### config.mk
export PLATFORM = sky130hd
export DESIGN_NAME = ofs_pcie_ep_tag_pool
export DESIGN_NICKNAME = d
export VERILOG_FILES = /design/src/rtl/ofs_pcie_ss_cfg_pkg.sv /design/src/rtl/ofs_pcie_ep_tag_pool.sv
export SDC_FILE = /design/constraint.sdc
export NUM_CORES = 1
export LEC_CHECK = 0
export CELL_PAD_IN_SITES_DETAIL_PLACEMENT = 0
export CELL_PAD_IN_SITES_GLOBAL_PLACEMENT = 1
export CORE_MARGIN = 10
export CORE_UTILIZATION = 54
export CTS_CLUSTER_DIAMETER = 120
export CTS_CLUSTER_SIZE = 40
export DETAILED_ROUTE_END_ITERATION = 8
export PLACE_DENSITY = 0.75
export SYNTH_ARGS = -nofsm -noshare
export SYNTH_HDL_FRONTEND = slang
export SYNTH_SLANG_ARGS = --single-unit
### constraint.sdc
create_clock -name clk -period 5.3 [get_ports clk]
set_clock_uncertainty 0.1 [all_clocks]
set_input_delay 0.795 -clock clk [delete_from_list [all_inputs] [get_ports clk]]
set_output_delay 0.795 -clock clk [all_outputs]
set_load 0.01 [all_outputs]
### src/rtl/ofs_pcie_ss_cfg_pkg.sv
// ofs_pcie_ss_cfg_pkg: PCIe subsystem configuration constants.
package ofs_pcie_ss_cfg_pkg;
   parameter int PCIE_EP_MAX_TAGS = 64;
endpackage

### src/rtl/ofs_pcie_ep_tag_pool.sv
// ofs_pcie_ep_tag_pool: FPGA->host read tag allocator built from a free-list FIFO
// and a busy bitmap; the FIFO is filled with every tag once after reset.
module ofs_pcie_ep_tag_pool #(
   parameter int NUM_TAGS = ofs_pcie_ss_cfg_pkg::PCIE_EP_MAX_TAGS,
   parameter int TAG_W    = $clog2(NUM_TAGS)
) (
   input  logic             clk,
   input  logic             rst_n,
   output logic             alloc_valid,
   input  logic             alloc_ready,
   output logic [TAG_W-1:0] alloc_tag,
   input  logic             free_valid,
   input  logic [TAG_W-1:0] free_tag,
   output logic [TAG_W:0]   busy_cnt,
   output logic             init_done,
   output logic             err_bad_free
);
   localparam int PW = $clog2(NUM_TAGS);
   localparam logic [TAG_W:0] N_T  = (TAG_W+1)'(NUM_TAGS);
   localparam logic [PW-1:0]  LAST = PW'(NUM_TAGS-1);

   typedef enum logic {INIT, RUN} state_t;
   state_t              state_q, state_d;
   logic [PW-1:0]       wr_ptr_q, wr_ptr_d, rd_ptr_q, rd_ptr_d;
   logic [PW:0]         cnt_q, cnt_d;
   logic [NUM_TAGS-1:0] busy_q, busy_d;
   logic [TAG_W:0]      busy_cnt_q, busy_cnt_d;
   logic                err_q, err_d;
   logic [TAG_W-1:0]    mem_q [NUM_TAGS];
   logic                run, push, pop, free_ok;
   logic [TAG_W-1:0]    push_tag;
   logic [PW-1:0]       free_idx, head_idx;

   always_comb begin
      run         = state_q == RUN;
      alloc_valid = run && cnt_q != '0;
      alloc_tag   = mem_q[rd_ptr_q];
      head_idx    = alloc_tag[PW-1:0];
      free_idx    = free_tag[PW-1:0];
      pop         = alloc_valid && alloc_ready;
      // the range test guards the bitmap lookup for tags beyond the pool
      free_ok     = run && free_valid && ({1'b0, free_tag} < N_T) && busy_q[free_idx];
      push        = !run || free_ok;
      push_tag    = run ? free_tag : TAG_W'(wr_ptr_q);
      wr_ptr_d    = push ? (wr_ptr_q == LAST ? '0 : wr_ptr_q + 1'b1) : wr_ptr_q;
      rd_ptr_d    = pop ? (rd_ptr_q == LAST ? '0 : rd_ptr_q + 1'b1) : rd_ptr_q;
      cnt_d       = cnt_q + (PW+1)'(push) - (PW+1)'(pop);
      busy_d      = busy_q;
      if (pop) busy_d[head_idx] = 1'b1;
      if (free_ok) busy_d[free_idx] = 1'b0;
      busy_cnt_d  = busy_cnt_q + (TAG_W+1)'(pop) - (TAG_W+1)'(free_ok);
      err_d       = err_q || (free_valid && !free_ok);
      state_d     = (!run && wr_ptr_q == LAST) ? RUN : state_q;
   end

   always_ff @(posedge clk or negedge rst_n) begin
      if (!rst_n) begin
         state_q    <= INIT;
         wr_ptr_q   <= '0;
         rd_ptr_q   <= '0;
         cnt_q      <= '0;
         busy_q     <= '0;
         busy_cnt_q <= '0;
         err_q      <= 1'b0;
      end else begin
         state_q    <= state_d;
         wr_ptr_q   <= wr_ptr_d;
         rd_ptr_q   <= rd_ptr_d;
         cnt_q      <= cnt_d;
         busy_q     <= busy_d;
         busy_cnt_q <= busy_cnt_d;
         err_q      <= err_d;
      end
   end

   always_ff @(posedge clk) begin
      if (push) mem_q[wr_ptr_q] <= push_tag;
   end

   assign busy_cnt     = busy_cnt_q;
   assign init_done    = run;
   assign err_bad_free = err_q;
endmodule

Word level (Yosys, flattened, before mapping) --
Memories as Yosys holds them, arrays and structs flattened. Cells that the tools add are included.
Operators by class: bitwise operators 3, order comparisons 4, mux-type cells 13, add/sub/neg operators 6, reduce and logical (&&, ||, !) cells 13, equality and inequality tests 2
Operators by type and width (number):
- $mux W64 | 2
- $and A64 B64 Y64 | 1
- $not A64 Y64 | 1
- $or A64 B64 Y64 | 1
- $mux W6 | 3
- $add A7 B1 Y7 | 2
- $lt A6 B7 Y1 const B | 2
- $sub A7 B1 Y7 | 2
- $add A6 B1 Y6 const B | 2
- $demux W1 S6 | 2
- $eq A6 B6 Y1 const B | 2
- $ge A6 B1 Y1 const B | 2
- $logic_and A1 B1 Y1 | 8
- $reduce_bool A7 Y1 | 1
- $bmux W1 S6 | 1
- $mux W1 | 5
- $logic_not A1 Y1 | 2
- $logic_or A1 B1 Y1 | 2
Storage, ports and cells: register bits 92, RAM bits 384, logic and storage cells 49, output and inout port bits 16, input port bits 10, memories 1
Memories:
- mem_q | depth 64, width 6, read ports 1, clocked after memory_dff 0, wr ports 1, line ofs_pcie_ep_tag_pool.sv:29 | logic [TAG_W-1:0] mem_q [NUM_TAGS];

Longest topological paths before layout --
Gate-level depths: netlist (run 1). An unclocked memory read counts as a cell.
depth in word-level cells 9, gate-level depth with buffers 22, gate-level depth less buffers 18

Least setup slack after synthesis (run 1) --
No wires, ideal clock.
path type input-to-reg, start input port free_tag[1], end register cnt_q[6], cell stages on the path 21, arrival 4.013 ns, slack 1.062 ns, library setup time 0.125 ns, buffers on the path 3, required time 5.075 ns, cells stage by stage buf_2 buf_4 mux2i_1 o22ai_1 o311ai_0 nand3_1 o31a_1 nor2b_2 buf_2 ha_1 inv_1 ha_1 inv_1 fa_1 inv_1 a21oi_1 nor2_1 o21ai_0 a21oi_1 nor2_1 xnor2_1
Between the ends: longest elaborated chain between the ends 6
RTL lines:
- from (decl) | line ofs_pcie_ep_tag_pool.sv:13 | input logic [TAG_W-1:0] free_tag,
- $bmux W1 S6 | line ofs_pcie_ep_tag_pool.sv:42 | free_ok = run && free_valid && ({1'b0, free_tag} < N_T) && busy_q[free_idx];
- $mux W1 (not written as such) | line ofs_pcie_ep_tag_pool.sv:42
- $logic_and A1 B1 Y1 | line ofs_pcie_ep_tag_pool.sv:42
- $logic_or A1 B1 Y1 | line ofs_pcie_ep_tag_pool.sv:43 | push = !run || free_ok;
- $add A7 B1 Y7 | line ofs_pcie_ep_tag_pool.sv:47 | cnt_d = cnt_q + (PW+1)'(push) - (PW+1)'(pop);
- $sub A7 B1 Y7 | line ofs_pcie_ep_tag_pool.sv:47
- via cnt_d[6] | line ofs_pcie_ep_tag_pool.sv:25 | logic [PW:0] cnt_q, cnt_d;
- to (signal assigned) | line ofs_pcie_ep_tag_pool.sv:69 | cnt_q <= cnt_d;
- to (decl) | line ofs_pcie_ep_tag_pool.sv:25
The timed path passes the listed nets, and every way through them passes these cells. The select of a mux whose other input is x is not followed. A chain may end at the register's enable or synchronous reset.

Final worst setup path (run 1) --
start register rd_ptr_q[0], end output port alloc_tag[1]
Between the ends: longest elaborated chain between the ends 1
RTL lines:
- from (decl) | line ofs_pcie_ep_tag_pool.sv:24 | logic [PW-1:0] wr_ptr_q, wr_ptr_d, rd_ptr_q, rd_ptr_d;
- from (signal assigned) | line ofs_pcie_ep_tag_pool.sv:68 | rd_ptr_q <= rd_ptr_d;
- $mem_v2 Z64 W6
- to (decl) | line ofs_pcie_ep_tag_pool.sv:11 | output logic [TAG_W-1:0] alloc_tag,
Every way passes these cells.

==> impl_metrics.ini, run 1 <==
[job]
maxCapViolCount = 0

[worst_setup_path]
crit_buf_inv = 3
crit_type = reg2out
end_kind = output pin
critical-path-top-delay-family = compound AO/OA/AOI/OAI gates
critPathSlowestCell = dfrtp_4
critPathMaxFanout = 30
required_ns = 4.41
max_stage_delay_ns = 0.83
crit_path_start_kind = flop
path_cells = buf_4, mux4_1, a22o_1, a211o_1, a21oi_2, a21o_4, inv_4, clkdlybuf4s50_1
worstPathArrival_ns = 3.86

[place]
dp.cells = 1797
gp_congestion = 0.848
numPortBuffers = 25
dp_hpwl_um = 30700
pre_cts_slack_ns = 0.387

[synthesis]
syn_nets = 1283
synth_top_area_share_pct = 56.8
synth_edf_count = 384
syn_area_mm2 = 0.0203
synth-compound-area-share_pct = 7.24
yosys.cell_types.count = 77
async_flop_share_pct = 19.3
synth_top_cell_by_area = edfxtp_1
synthSimpleGateAreaFrac_pct = 6.70
synth_flop_cell = edfxtp_1
synth_area_per_cell_um2 = 16.2
yosys_warnings = 0
synth_area_leaders = edfxtp_1, dfrtp_1, mux4_2
postSynthCellCount = 1253
synth-adder-area-share_pct = 1.31
synth-xor-area-share_pct = 0.690
synth_top_family_by_area = multiplexers
ys_ff_latch = 476
muxShareOfSynthArea_pct = 12.9
yosysSeqAreaShare_pct = 68.1

[global_routing]
grt-ovfl-total = 0
grt_start_max_net_pins = 67
grt_pass1_wl_um = 71500
antenna_found_initial = 0
first_global_vias = 11200
grt.total_usage_pct = 20.1

[detailed_routing]
wl_per_cell_um = 25.3
drt-met1-wl_um = 19900
drt_iter0_drc = 1169
dr_wl_met2_um = 22300
ant_nets = 0
detail_route.drc_violations = 0
highest_layer = met4
drtPass1Iterations = 6
wl_met3_um = 2940
num_vias = 11100
drt-total-wl_um = 46100
via_per_inst = 6.08

[floorplan]
fp.dieH_um = 214
fp-row-count = 70
core_area_mm2 = 0.0369
die_x_um = 214
io_pins = 26
initial_core_util_pct = 55.1
die-area_mm2 = 0.0458

[power_and_ir_drop]
power_density_mw_per_mm2 = 423
ir_drop_v = 0.000268
pwr-share-seq_pct = 49.5
p_sw_uw = 3030
p_leak_uw = 0.00750
comb_power_share_pct = 32.1
p_int_uw = 6230
swShare_pct = 32.7
power_frac_clock_pct = 18.5

[layout]
nets = 1341
drive_gt1_share_pct = 18.5
diodes = 0
area_growth_pct = 7.78
stdcell_count = 1825
fillers = 2799

[clock_network]
numCtsBuffers = 16
cts_tree = yes
htreeDepth = 1
clockBufferDepth = 3
clock_latency_ns = 0.56
postCtsSetupBuffers = 0
ctsHoldBuffers = 0
cts.sinks = 476
clkTransAtPathRegs_ns = 0.14
cts_root_buf = clkbuf_16
cts_resized = 0

[timing]
min_period_over_period_pct = 89.7
hold_viol = 0
slew_headroom_pct = 14.9
hold_ws_ns = 0.0347
layout_setup_ws_ns = 0.543
period_needed_ns = 4.76
drv_slew = 0
finalSetupViolations = 0
fin_tns_setup_ns = 0
rsz0062_at_grt = false
worst_pin_slew_ns = 1.28
max_freq_ghz = 0.210

[status]
status = finished clean

[min_path]
hp-class = in2async
==> final cells by class <==
cell class              count  area (um2)  share of cell area, %
repair buffers            110         911                   4.16
clock inverters             3        47.5                  0.217
well taps                 504         631                   2.88
flip-flops and latches    476       13800                   63.2
inverters                  35         136                  0.623
multi-input cells         672        5870                   26.8
clock buffers              25         455                   2.08
==> cells in the mapped netlist, types with 5 or more instances <==
library cell / instances
edfxtp_1: 384
a21oi_1: 109
nor2_1: 104
dfrtp_1: 92
mux4_2: 87
mux2i_1: 44
nand2_1: 34
inv_1: 32
clkbuf_1: 22
nand3_1: 19
buf_2: 18
ha_1: 18
a22oi_1: 17
a2bb2oi_1: 16
mux2_2: 15
buf_6: 14
nand2b_1: 13
xnor2_1: 13
nor2b_1: 12
nor3_1: 12
o21ai_0: 11
o22ai_1: 11
or3_1: 9
buf_1: 8
nor3_2: 8
a31oi_1: 7
a21o_1: 6
and3_1: 6
a221oi_1: 5
a22o_1: 5
and3b_1: 5
buf_12: 5
or3b_2: 5
==> sequential cells by signal, indices dropped and copies added (netlist names) <==
name and count:
mem_q 384, busy_q 64, busy_cnt 7, err_bad_free 1, rd_ptr_q 6, cnt_q 7
wr_ptr_q 6, init_done 1
==> per-stage QoR <==
| stage | util [%] | area [um2] | total power, uW |
|---|---|---|---|
| 2_1_floorplan | - | 20300 | 6750 |
| 3_3_place_gp | 58.0 | 21400 | 7630 |
| 3_5_place_dp | 58.0 | 21400 | 7640 |
| 4_1_cts | 59.4 | 21900 | 9320 |
| 5_1_grt | 59.4 | 21900 | 9750 |
| 6_report | 59.4 | 21900 | 9260 |
==> worst paths after layout <==
kind / startpoint / to / slack (ns) / cells after the start
worst max-delay path: rd_ptr_q[0]$_DFFE_PN0N_ / alloc_tag[1] / 0.54 / 8
worst min-delay path: rst_n / cnt_q[4]$_DFF_PN0_ / 0.03 / 1
worst max register to register: rd_ptr_q[0]$_DFFE_PN0N_ / busy_q[50]$_DFF_PN0_ / 1.32 / 9
worst min register to register: err_bad_free$_DFF_PN0_ / err_bad_free$_DFF_PN0_ / 0.39 / 1
max in group asynchronous: rst_n / busy_q[37]$_DFF_PN0_ / 3.90 / 2
min in group clk: err_bad_free$_DFF_PN0_ / err_bad_free$_DFF_PN0_ / 0.39 / 1
==> cells in the final DEF, fill, tap and decap left out, types with 16 or more instances in the layout <==
master	n
edfxtp_1	384
a21oi_1	109
nor2_1	104
dfrtp_1	90
mux4_2	87
buf_4	84
mux2i_1	44
nand2_1	34
inv_1	32
clkdlybuf4s50_1	24
nand3_1	19
ha_1	18
a22oi_1	17
clkbuf_16	17
a2bb2oi_1	16
==> cells by family (layout without fill, tap and decap cells) <==
family,Yosys count,count (layout)
buffers and inverters,105,173
muxes,148,148
adders and majority gates,20,20
DFF,476,476
xor gates and xnor gates,16,16
AOI/OAI and AO/OA,228,228
and+or+nand+nor,260,260
==> power groups by stage <==
stage | clock [uW] | combinational (uW) | sequential, uW
after global placement | 0 | 2960 | 4670
final | 1710 | 2970 | 4580
after CTS | 1740 | 2990 | 4580
after floorplan | 0 | 2270 | 4480
after detailed placement | 0 | 2980 | 4660
after global routing | 1880 | 3240 | 4630
==> routing by layer <==
| metal | vias up | track usage, % |
|---|---|---|
| met5 | - | 0 |
| met4 | 0 | 4.78 |
| met3 | 48 | 2.93 |
| met2 | 367 | 31.9 |
| met1 | 5708 | 28.8 |
| li1 | 4980 | - |
Power figures use the tool's default switching activity.
==> run 2, diff against run 1 <==
- CORE_UTILIZATION: 54 -> 58
- PLACE_DENSITY: 0.75 -> 0.8
- clock period: 5.3 -> 5.92 ns (I/O delays scaled with it)
==> impl_metrics.ini, run 2 (synthesis results as in run 1) <==
[detailed_routing]
ant_nets = 0
drt-total-wl_um = 46100
detail_route.drc_violations = 0
drt_iter0_drc = 1056
num_vias = 11200
drtPass1Iterations = 7
via_per_inst = 6.51
wl_per_cell_um = 26.8

[timing]
min_period_over_period_pct = 87.5
finalSetupViolations = 0
slew_headroom_pct = 13.3
drv_slew = 0
period_needed_ns = 5.18
hold_ws_ns = 0.161
layout_setup_ws_ns = 0.739
worst_pin_slew_ns = 1.30
fin_tns_setup_ns = 0
max_freq_ghz = 0.193
rsz0062_at_grt = false
hold_viol = 0

[worst_setup_path]
crit_path_start_kind = flop
worstPathArrival_ns = 4.19
r2r_cells = 10
max_stage_delay_ns = 1.07
rrSetupSlack_ns = 1.66
crit_buf_inv = 3
critical-path-top-delay-family = flip-flops
critPathMaxFanout = 47
critPathSlowestCell = dfrtp_4
crit_type = reg2out
rr_startpoint = rd_ptr_q[0]$_DFFE_PN0N_
end_kind = output pin
path_cells = buf_4, mux4_2, o22ai_1, nor3_1, a21oi_1, a21o_4, inv_4, clkdlybuf4s50_1
required_ns = 4.93
worstReg2RegEnd = busy_q[32]$_DFF_PN0_

[layout]
fillers = 2512
final_common_cell = edfxtp_1
largest_reg_flops = 384
nets = 1285
multi_input_area_mm2 = 0.00587
diodes = 0
regArea_mm2 = 0.0138
area_growth_pct = 5.68
largestRegisters = mem_q x384, busy_q x64
utilization_pct = 62.1
final_cell_mix = edfxtp_1, a21oi_1, nor2_1, dfrtp_1, mux4_2
drive_gt1_share_pct = 15.1
largest_register = mem_q

[power_and_ir_drop]
ir_drop_v = 0.000273
totalPowerFinal_uw = 8340
p_leak_uw = 0.00722
power_density_mw_per_mm2 = 389

[global_routing]
grt_pass1_wl_um = 71100
antenna_found_initial = 0
grt.total_usage_pct = 21.2
grt_start_max_net_pins = 65
grt-ovfl-total = 0
first_global_vias = 11100

[floorplan]
die-area_mm2 = 0.0429
fp-row-count = 68
die_x_um = 207
core_area_mm2 = 0.0345
io_pins = 26
fp.dieH_um = 207
initial_core_util_pct = 58.8

[clock_network]
clock_latency_ns = 0.56
numCtsBuffers = 16
clkTransAtPathRegs_ns = 0.14
ctsHoldBuffers = 0
cts_tree = yes
postCtsSetupBuffers = 0
cts.sinks = 476
htreeDepth = 1
clockBufferDepth = 3
cts_root_buf = clkbuf_16
cts_resized = 0

[job]
maxCapViolCount = 0

[place]
numPortBuffers = 25
dp_hpwl_um = 29700
pre_cts_slack_ns = 0.660
gp_congestion = 0.873

[status]
status = finished clean

[min_path]
hp-class = in2async
[run 2: cell type report]
type                    instances  share of cell area, %
flip-flops and latches        476                   64.5
multi-input cells             672                   27.4
well taps                     455                   2.65
repair buffers                 54                   2.29
clock buffers                  25                   2.22
inverters                      35                  0.635
clock inverters                 3                  0.356
[run 2: worst max path at each step]
stage | from | to | slack (ns) | cells after the start
final | rd_ptr_q[0]$_DFFE_PN0N_ | alloc_tag[0] | 0.74 | 8
after global routing | rd_ptr_q[0]$_DFFE_PN0N_ | alloc_tag[5] | 0.53 | 8
after CTS | rd_ptr_q[0]$_DFFE_PN0N_ | alloc_tag[0] | 0.71 | 8
after detailed placement | free_tag[2] | cnt_q[6]$_DFF_PN0_ | 0.66 | 20
after global placement | free_tag[2] | mem_q[33][0]$_DFFE_PP_ | 0.76 | 11
after floorplan | free_tag[1] | cnt_q[6]$_DFF_PN0_ | 1.59 | 21
[run 2: routing by layer]
| layer | track usage, % | routed length [um] | share of wire [%] |
|---|---|---|---|
| met1 | 29.9 | 19500 | 42 |
| met2 | 33.9 | 22400 | 49 |
| met3 | 3.02 | 3130 | 6.8 |
| met4 | 5.80 | 1040 | 2.3 |
| met5 | 0 | 0 | 0 |
[run 2: worst reg2reg max path: stages (launching register included)]
cell     delay, ns
dfrtp_4       1.07
buf_4         0.41
mux4_2        0.59
o22ai_1       0.22
nor3_1        0.10
a21oi_1       0.40
a21o_4        0.28
inv_4         0.10
nor3_2        0.65
a21oi_1       0.14
a21oi_1       0.15
[run 2: power breakdown]
part / leakage [uW] / internal, uW / total, uW / switching [uW]
combinational: 0.00230 / 1140 / 2630 / 1490
clock: 0.000263 / 632 / 1610 / 980
sequential: 0.00466 / 3830 / 4100 / 270
total: 0.00722 / 5610 / 8340 / 2740
[run 2: stage by stage]
step	instances	cell area (um2)
after floorplan	1253	20300
after global placement	1692	20900
after detailed placement	1692	20900
after CTS	1720	21500
after global routing	1720	21500
final	1720	21500
